[config.mk]
export PLATFORM = sky130hd
export DESIGN_NAME = seq_shift_add_multiplier_flat
export DESIGN_NICKNAME = d
export VERILOG_FILES = /design/src/rtl/seq_shift_add_multiplier_pkg.sv /design/src/rtl/seq_shift_add_multiplier_if.sv /design/src/rtl/seq_shift_add_multiplier_rca.sv /design/src/rtl/seq_shift_add_multiplier.sv /design/src/flat_wrapper.sv
export SDC_FILE = /design/constraint.sdc
export NUM_CORES = 1
export LEC_CHECK = 0
export CAP_MARGIN = 20
export CORE_MARGIN = 8
export CORE_UTILIZATION = 55
export CTS_CLUSTER_SIZE = 8
export DETAILED_ROUTE_END_ITERATION = 16
export DONT_BUFFER_PORTS = 1
export PLACE_DENSITY = 0.73
export SETUP_SLACK_MARGIN = 0.05
export SLEW_MARGIN = 20
export SYNTH_ARGS = -nofsm -noshare
export SYNTH_HDL_FRONTEND = slang
export SYNTH_SLANG_ARGS = --single-unit
[constraint.sdc]
create_clock -name clk -period 14.3 [get_ports clk]
set_input_delay 1.43 -clock clk [delete_from_list [all_inputs] [get_ports clk]]
set_output_delay 1.43 -clock clk [all_outputs]
set_load 0.01 [all_outputs]
[src/rtl/seq_shift_add_multiplier_pkg.sv]
// Shared constants for the sequential shift-add multiplier.
// Latency: n/a (declarations only).
// Backpressure: n/a.
package seq_shift_add_multiplier_pkg;

    // Operand and product widths; the adder instance fixes these at 32/64
    localparam int OP_W   = 32;
    localparam int PROD_W = 2 * OP_W;

    // One shift-add iteration per operand bit
    localparam int MUL_ITER = 32;
    localparam int CNT_W    = 6;

    // FSM encodings
    localparam logic [1:0] ST_IDLE = 2'd0;
    localparam logic [1:0] ST_RUN  = 2'd1;
    localparam logic [1:0] ST_DONE = 2'd2;

endpackage

[src/rtl/seq_shift_add_multiplier_if.sv]
// Operand/result handshake bundle between producer, multiplier and consumer.
// Latency: n/a (wires only).
// Backpressure: valid/ready on both the operand and the product side.
interface seq_shift_add_multiplier_if;
    import seq_shift_add_multiplier_pkg::*;

    logic              in_valid;
    logic              in_ready;
    logic [OP_W-1:0]   a;
    logic [OP_W-1:0]   b;
    logic              out_valid;
    logic              out_ready;
    logic [PROD_W-1:0] product;
    logic              busy;

    // Multiplier side
    modport slave (
        input  in_valid, a, b, out_ready,
        output in_ready, out_valid, product, busy
    );

    // Producer/consumer side
    modport master (
        output in_valid, a, b, out_ready,
        input  in_ready, out_valid, product, busy
    );

endinterface

[src/rtl/seq_shift_add_multiplier_rca.sv]
// 32-bit ripple-carry adder used by the shift-add datapath.
// Latency: combinational.
// Backpressure: none.
module ripple_carry_adder_32bit (
    input  logic [31:0] a,
    input  logic [31:0] b,
    input  logic        cin,
    output logic [31:0] sum,
    output logic        cout
);

    // Bit-serial carry chain, one full adder per bit
    always_comb begin : rc_chain
        logic c;
        c   = cin;
        sum = '0;
        for (int i = 0; i < 32; i++) begin
            sum[i] = a[i] ^ b[i] ^ c;
            c      = (a[i] & b[i]) | (c & (a[i] ^ b[i]));
        end
        cout = c;
    end

endmodule

[src/rtl/seq_shift_add_multiplier.sv]
// Unsigned 32x32->64 multiplier, one shift-add iteration per clock.
// Latency: out_valid rises 32 edges after the accept edge; one op in flight.
// Backpressure: in_ready only in IDLE; product held in DONE until out_ready.
module seq_shift_add_multiplier
    import seq_shift_add_multiplier_pkg::*;
#(
    parameter int WIDTH = 32
) (
    input  logic                         clk,
    input  logic                         rst_n,
    seq_shift_add_multiplier_if.slave    bus
);

    logic [1:0]         state;
    logic [CNT_W-1:0]   count;
    logic [WIDTH-1:0]   m_reg;
    logic [WIDTH-1:0]   p_reg;
    logic [WIDTH-1:0]   q_reg;
    logic [2*WIDTH-1:0] product_reg;

    logic [WIDTH-1:0]   add_b;
    logic [WIDTH-1:0]   sum;
    logic               cout;
    logic [2*WIDTH-1:0] shifted;
    logic               last_iter;

    // Gate the multiplicand by the current multiplier LSB
    assign add_b = q_reg[0] ? m_reg : '0;

    ripple_carry_adder_32bit u_add (
        .a    (p_reg),
        .b    (add_b),
        .cin  (1'b0),
        .sum  (sum),
        .cout (cout)
    );

    // The adder carry lands in P's MSB after the right shift, so nothing is lost
    assign shifted   = {cout, sum, q_reg[WIDTH-1:1]};
    assign last_iter = (count == CNT_W'(MUL_ITER - 1));

    // FSM, shift registers, iteration counter and result register
    always_ff @(posedge clk or negedge rst_n) begin
        if (!rst_n) begin
            state       <= ST_IDLE;
            count       <= '0;
            m_reg       <= '0;
            p_reg       <= '0;
            q_reg       <= '0;
            product_reg <= '0;
        end else begin
            case (state)
                ST_IDLE: begin
                    if (bus.in_valid) begin
                        m_reg <= bus.a;
                        q_reg <= bus.b;
                        p_reg <= '0;
                        count <= '0;
                        state <= ST_RUN;
                    end
                end
                ST_RUN: begin
                    p_reg <= shifted[2*WIDTH-1:WIDTH];
                    q_reg <= shifted[WIDTH-1:0];
                    count <= count + CNT_W'(1);
                    if (last_iter) begin
                        product_reg <= shifted;
                        state       <= ST_DONE;
                    end
                end
                ST_DONE: begin
                    if (bus.out_ready) begin
                        state <= ST_IDLE;
                    end
                end
                default: begin
                    state <= ST_IDLE;
                end
            endcase
        end
    end

    // Handshake flags decode directly from state
    assign bus.in_ready  = (state == ST_IDLE);
    assign bus.out_valid = (state == ST_DONE);
    assign bus.busy      = (state == ST_RUN) || (state == ST_DONE);
    assign bus.product   = product_reg;

endmodule

[src/flat_wrapper.sv]
// flat-port wrapper written by rule: the top's interface ports become plain ports
module seq_shift_add_multiplier_flat import seq_shift_add_multiplier_pkg::*;
#(
    parameter int WIDTH = 32
)
  (clk, rst_n, bus_in_valid, bus_a, bus_b, bus_out_ready, bus_in_ready, bus_out_valid, bus_product, bus_busy);
  seq_shift_add_multiplier_if bus_i ();
  input  logic clk;
  input  logic rst_n;
  input wire logic [$bits(bus_i.in_valid)-1:0] bus_in_valid;
  input wire logic [$bits(bus_i.a)-1:0] bus_a;
  input wire logic [$bits(bus_i.b)-1:0] bus_b;
  input wire logic [$bits(bus_i.out_ready)-1:0] bus_out_ready;
  output wire logic [$bits(bus_i.in_ready)-1:0] bus_in_ready;
  output wire logic [$bits(bus_i.out_valid)-1:0] bus_out_valid;
  output wire logic [$bits(bus_i.product)-1:0] bus_product;
  output wire logic [$bits(bus_i.busy)-1:0] bus_busy;
  assign bus_i.in_valid = bus_in_valid;
  assign bus_i.a = bus_a;
  assign bus_i.b = bus_b;
  assign bus_i.out_ready = bus_out_ready;
  assign bus_in_ready = bus_i.in_ready;
  assign bus_out_valid = bus_i.out_valid;
  assign bus_product = bus_i.product;
  assign bus_busy = bus_i.busy;
  seq_shift_add_multiplier #(.WIDTH(WIDTH)) u_core (.clk(clk), .rst_n(rst_n), .bus(bus_i));
endmodule
==> results.md <==
* Most used cell, CP: fa_1
* Drt pass-1 iters at 4
* CP max stage cell: fa_1
* Initial antenna violation count at 5
* Ys async rst share at 1.00
* Setup TNS at 0 ns
* Clock latency on the worst-skew pair at about 0.43 ns
* RSZ-0062 raised after global routing: no
* Tcrit/Tclk final at 0.960
* Post-Route Utilization at 0.612
* Setup violations, final at 0
* Fin Hold WS at 0.482 ns
* Largest net degree at the start of global routing at 169
* CP required at 14.57 ns
* Final Hold Viols at 0
* Synthesized flop and latch total at around 170
* Die width at roughly 130 um
* Slew Viols, Final at 0
* Cell variety after synth at 32
* IO Port Bufs at 0
* Filler cell count at 1102
* Final Routed Wirelength at roughly 15000 um
* Routed len/inst at 18.4 um
* Largest register FFs at 64
* Placed Area at 7670 um^2
* Post-synth EDFFs at 0
* Clock Skews at 0.0107 ns
* Gpl congestion at ~0.75
* CP Capture Type: register
* Tot Pwr at 0.00170 W
* Hold-fix buffers, CTS at 0
* Global Route Usage Sum at 0.177
* Worst path arrival time at 13.99 ns
* Core Rows at 43
* Mapped Avg Cell Area at about 12 um^2
* Layout area overhead at 10.0%
* Least-Margin Pin Slew at 0.959 ns
* Hold Crit Class: register to register
* Final min period at 13.72 ns
* LEAKAGE at 3.78 nW
* DRT iter0 DRCs at 199
* CTS tree: done
* Fmax at ~73 MHz
* Dpl hpwl at 10300 um
* Slew headroom at 0.359
* Worst-case reg-to-reg path depth at 35
* H-tree depth at 4
* Clk sink count at 168
* Post-synthesis sequential area ratio at 0.551
* Ys Warns at 0
* Worst path max stage delay at 0.53 ns
* Core Region at ~14000 um^2
* DRC Markers at 0
* DR vias/cell at about 5.5
* Initial Util at 0.556
* Crit-path max FO at 2
* Worst-path clk slew at 0.06 ns
* Longest Clk Path Bufs at 2
* Cell area after layout at 8390 um^2
* Gr ovfl total at 0
* Pwr/cell area at 203 nW/um^2
* Gate Count Post-Synth at roughly 630
* Routed via count at approximately 4500
* Cell taking the most area after synthesis: dfrtp_1
* Layout Nets at 726
* Synthesized area at between 7000 and 8000 um^2
* Vias in the first global route at 4657
* Max rail drop VDD at 0.000102 V
* Post-synth top area share at 0.551
* Final ANT Viol Nets at 0
* Hold depth at 2
* Synth top area cells: dfrtp_1 (55%), fa_1 (8.1%), nand2_1 (6.5%)
* DIE AREA at 17900 um^2
* Clock Root Buffer: clkbuf_16
* Worst Setup Path Type: register to register
* Die H at around 130 um
* Main synth FF type: dfrtp_1
* I/O pin total at about 140
* Total CTS buffers at 17
* Critical path startpoint category: register
* Outcome: complete, no violations
* Layout cell share with drive strength beyond 1 at 0.189
* First-pass GRT wire length at 24700 um
* Max Cap Violations at 0
* Syn nets at 738
## final timing paths
path / startpoint / end / slack (ns)
setup / recovery: u_core.q_reg[0] / u_core.p_reg[30] / 0.58
hold / removal: u_core.p_reg[31] / u_core.p_reg[31] / 0.48
setup reg to reg: u_core.q_reg[0] / u_core.p_reg[30] / 0.58
hold reg to reg: u_core.p_reg[31] / u_core.p_reg[31] / 0.48
max in group asynchronous: rst_n / u_core.bus.product[42] / 13.39
min in group asynchronous: rst_n / u_core.bus.product[2] / 0.69
## routing by layer
metal,global-route usage,vias up,part of all wire
li1,-,2081,-
met1,0.204,2228,0.40
met2,0.287,124,0.49
met3,0.0727,25,0.085
met4,0.0761,8,0.018
met5,0,-,0.0036
## critical path: cells and delay by family (launching register included)
family / cells / cell delay, ns
adders and majority gates: 32 / 12.92
DFF: 1 / 0.34
and+or+nand+nor: 1 / 0.13
AOI/OAI and AO/OA: 1 / 0.09
buffers and inverters: 1 / 0.05
## through the flow
stage / setup WS (ns) / instances
6_report: 0.579 / 816
5_1_grt: 0.105 / 815
4_1_cts: 0.0688 / 814
3_5_place_dp: -0.152 / 783
3_3_place_gp: 0.0333 / 783
2_1_floorplan: 0.113 / 634
## area by class of cell
cell class	count	area, um^2	area share
well taps	180	225	0.0268
repair buffers	6	45.0	0.00537
flip-flops and latches	168	4200	0.501
inverters	37	139	0.0165
clock buffers	20	467	0.0556
clock inverters	11	218	0.0259
diodes	2	5.00	0.000596
multi-input cells	392	3090	0.368
## cell usage after synthesis, drive strengths merged (2+ instances only)
cell and n:
nand3 2, o21ai 103, clkbuf 11, mux2i 33
nor2 2, mux2 65, nor3 2, ha 5
a22o 2, nand4 2, nand2 133, inv 37
fa 31, and3 2, buf 26, dfrtp 168
nand2b 2
## what timing repair did
action	in CTS	in global routing
gates resized for setup	5	7
buffers inserted	0	0
setup endpoints to repair	4	4
pin swaps	0	0
## power breakdown
group | internal, W | leakage, nW | total (W) | switching [W]
registers | 0.000604 | 2.20 | 0.000682 | 0.0000776
logic | 0.000208 | 1.25 | 0.000497 | 0.000289
clock network | 0.000341 | 0.334 | 0.000526 | 0.000185
total | 0.00115 | 3.78 | 0.00170 | 0.000552
## cell families (layout without fill, tap and decap cells)
logic type | after synthesis | after routing | share of synthesized area
muxes | 98 | 98 | 0.155
adders and majority gates | 36 | 36 | 0.0896
and+or+nand+nor | 148 | 148 | 0.0786
AOI/OAI and AO/OA | 110 | 110 | 0.0763
other | 0 | 2 | 0
DFF | 168 | 168 | 0.551
buffers and inverters | 74 | 74 | 0.0494
## cell usage in the layout (no fill, tap or decap), types with 2 or more instances in the layout
cell type	count
nand2_1	133
o21ai_0	86
a22o_1	2
clkbuf_16	17
nor3_1	2
mux2_4	32
diode_2	2
o21ai_1	14
o21ai_2	2
bufinv_16	6
inv_1	37
buf_4	6
ha_1	4
clkinv_2	2
mux2_2	33
nor2_1	2
nand4_1	2
fa_1	19
clkbuf_8	3
fa_2	12
mux2i_1	33
dfrtp_1	168
nand2b_1	2
Note: power is estimated with default switching activity, not from simulation.
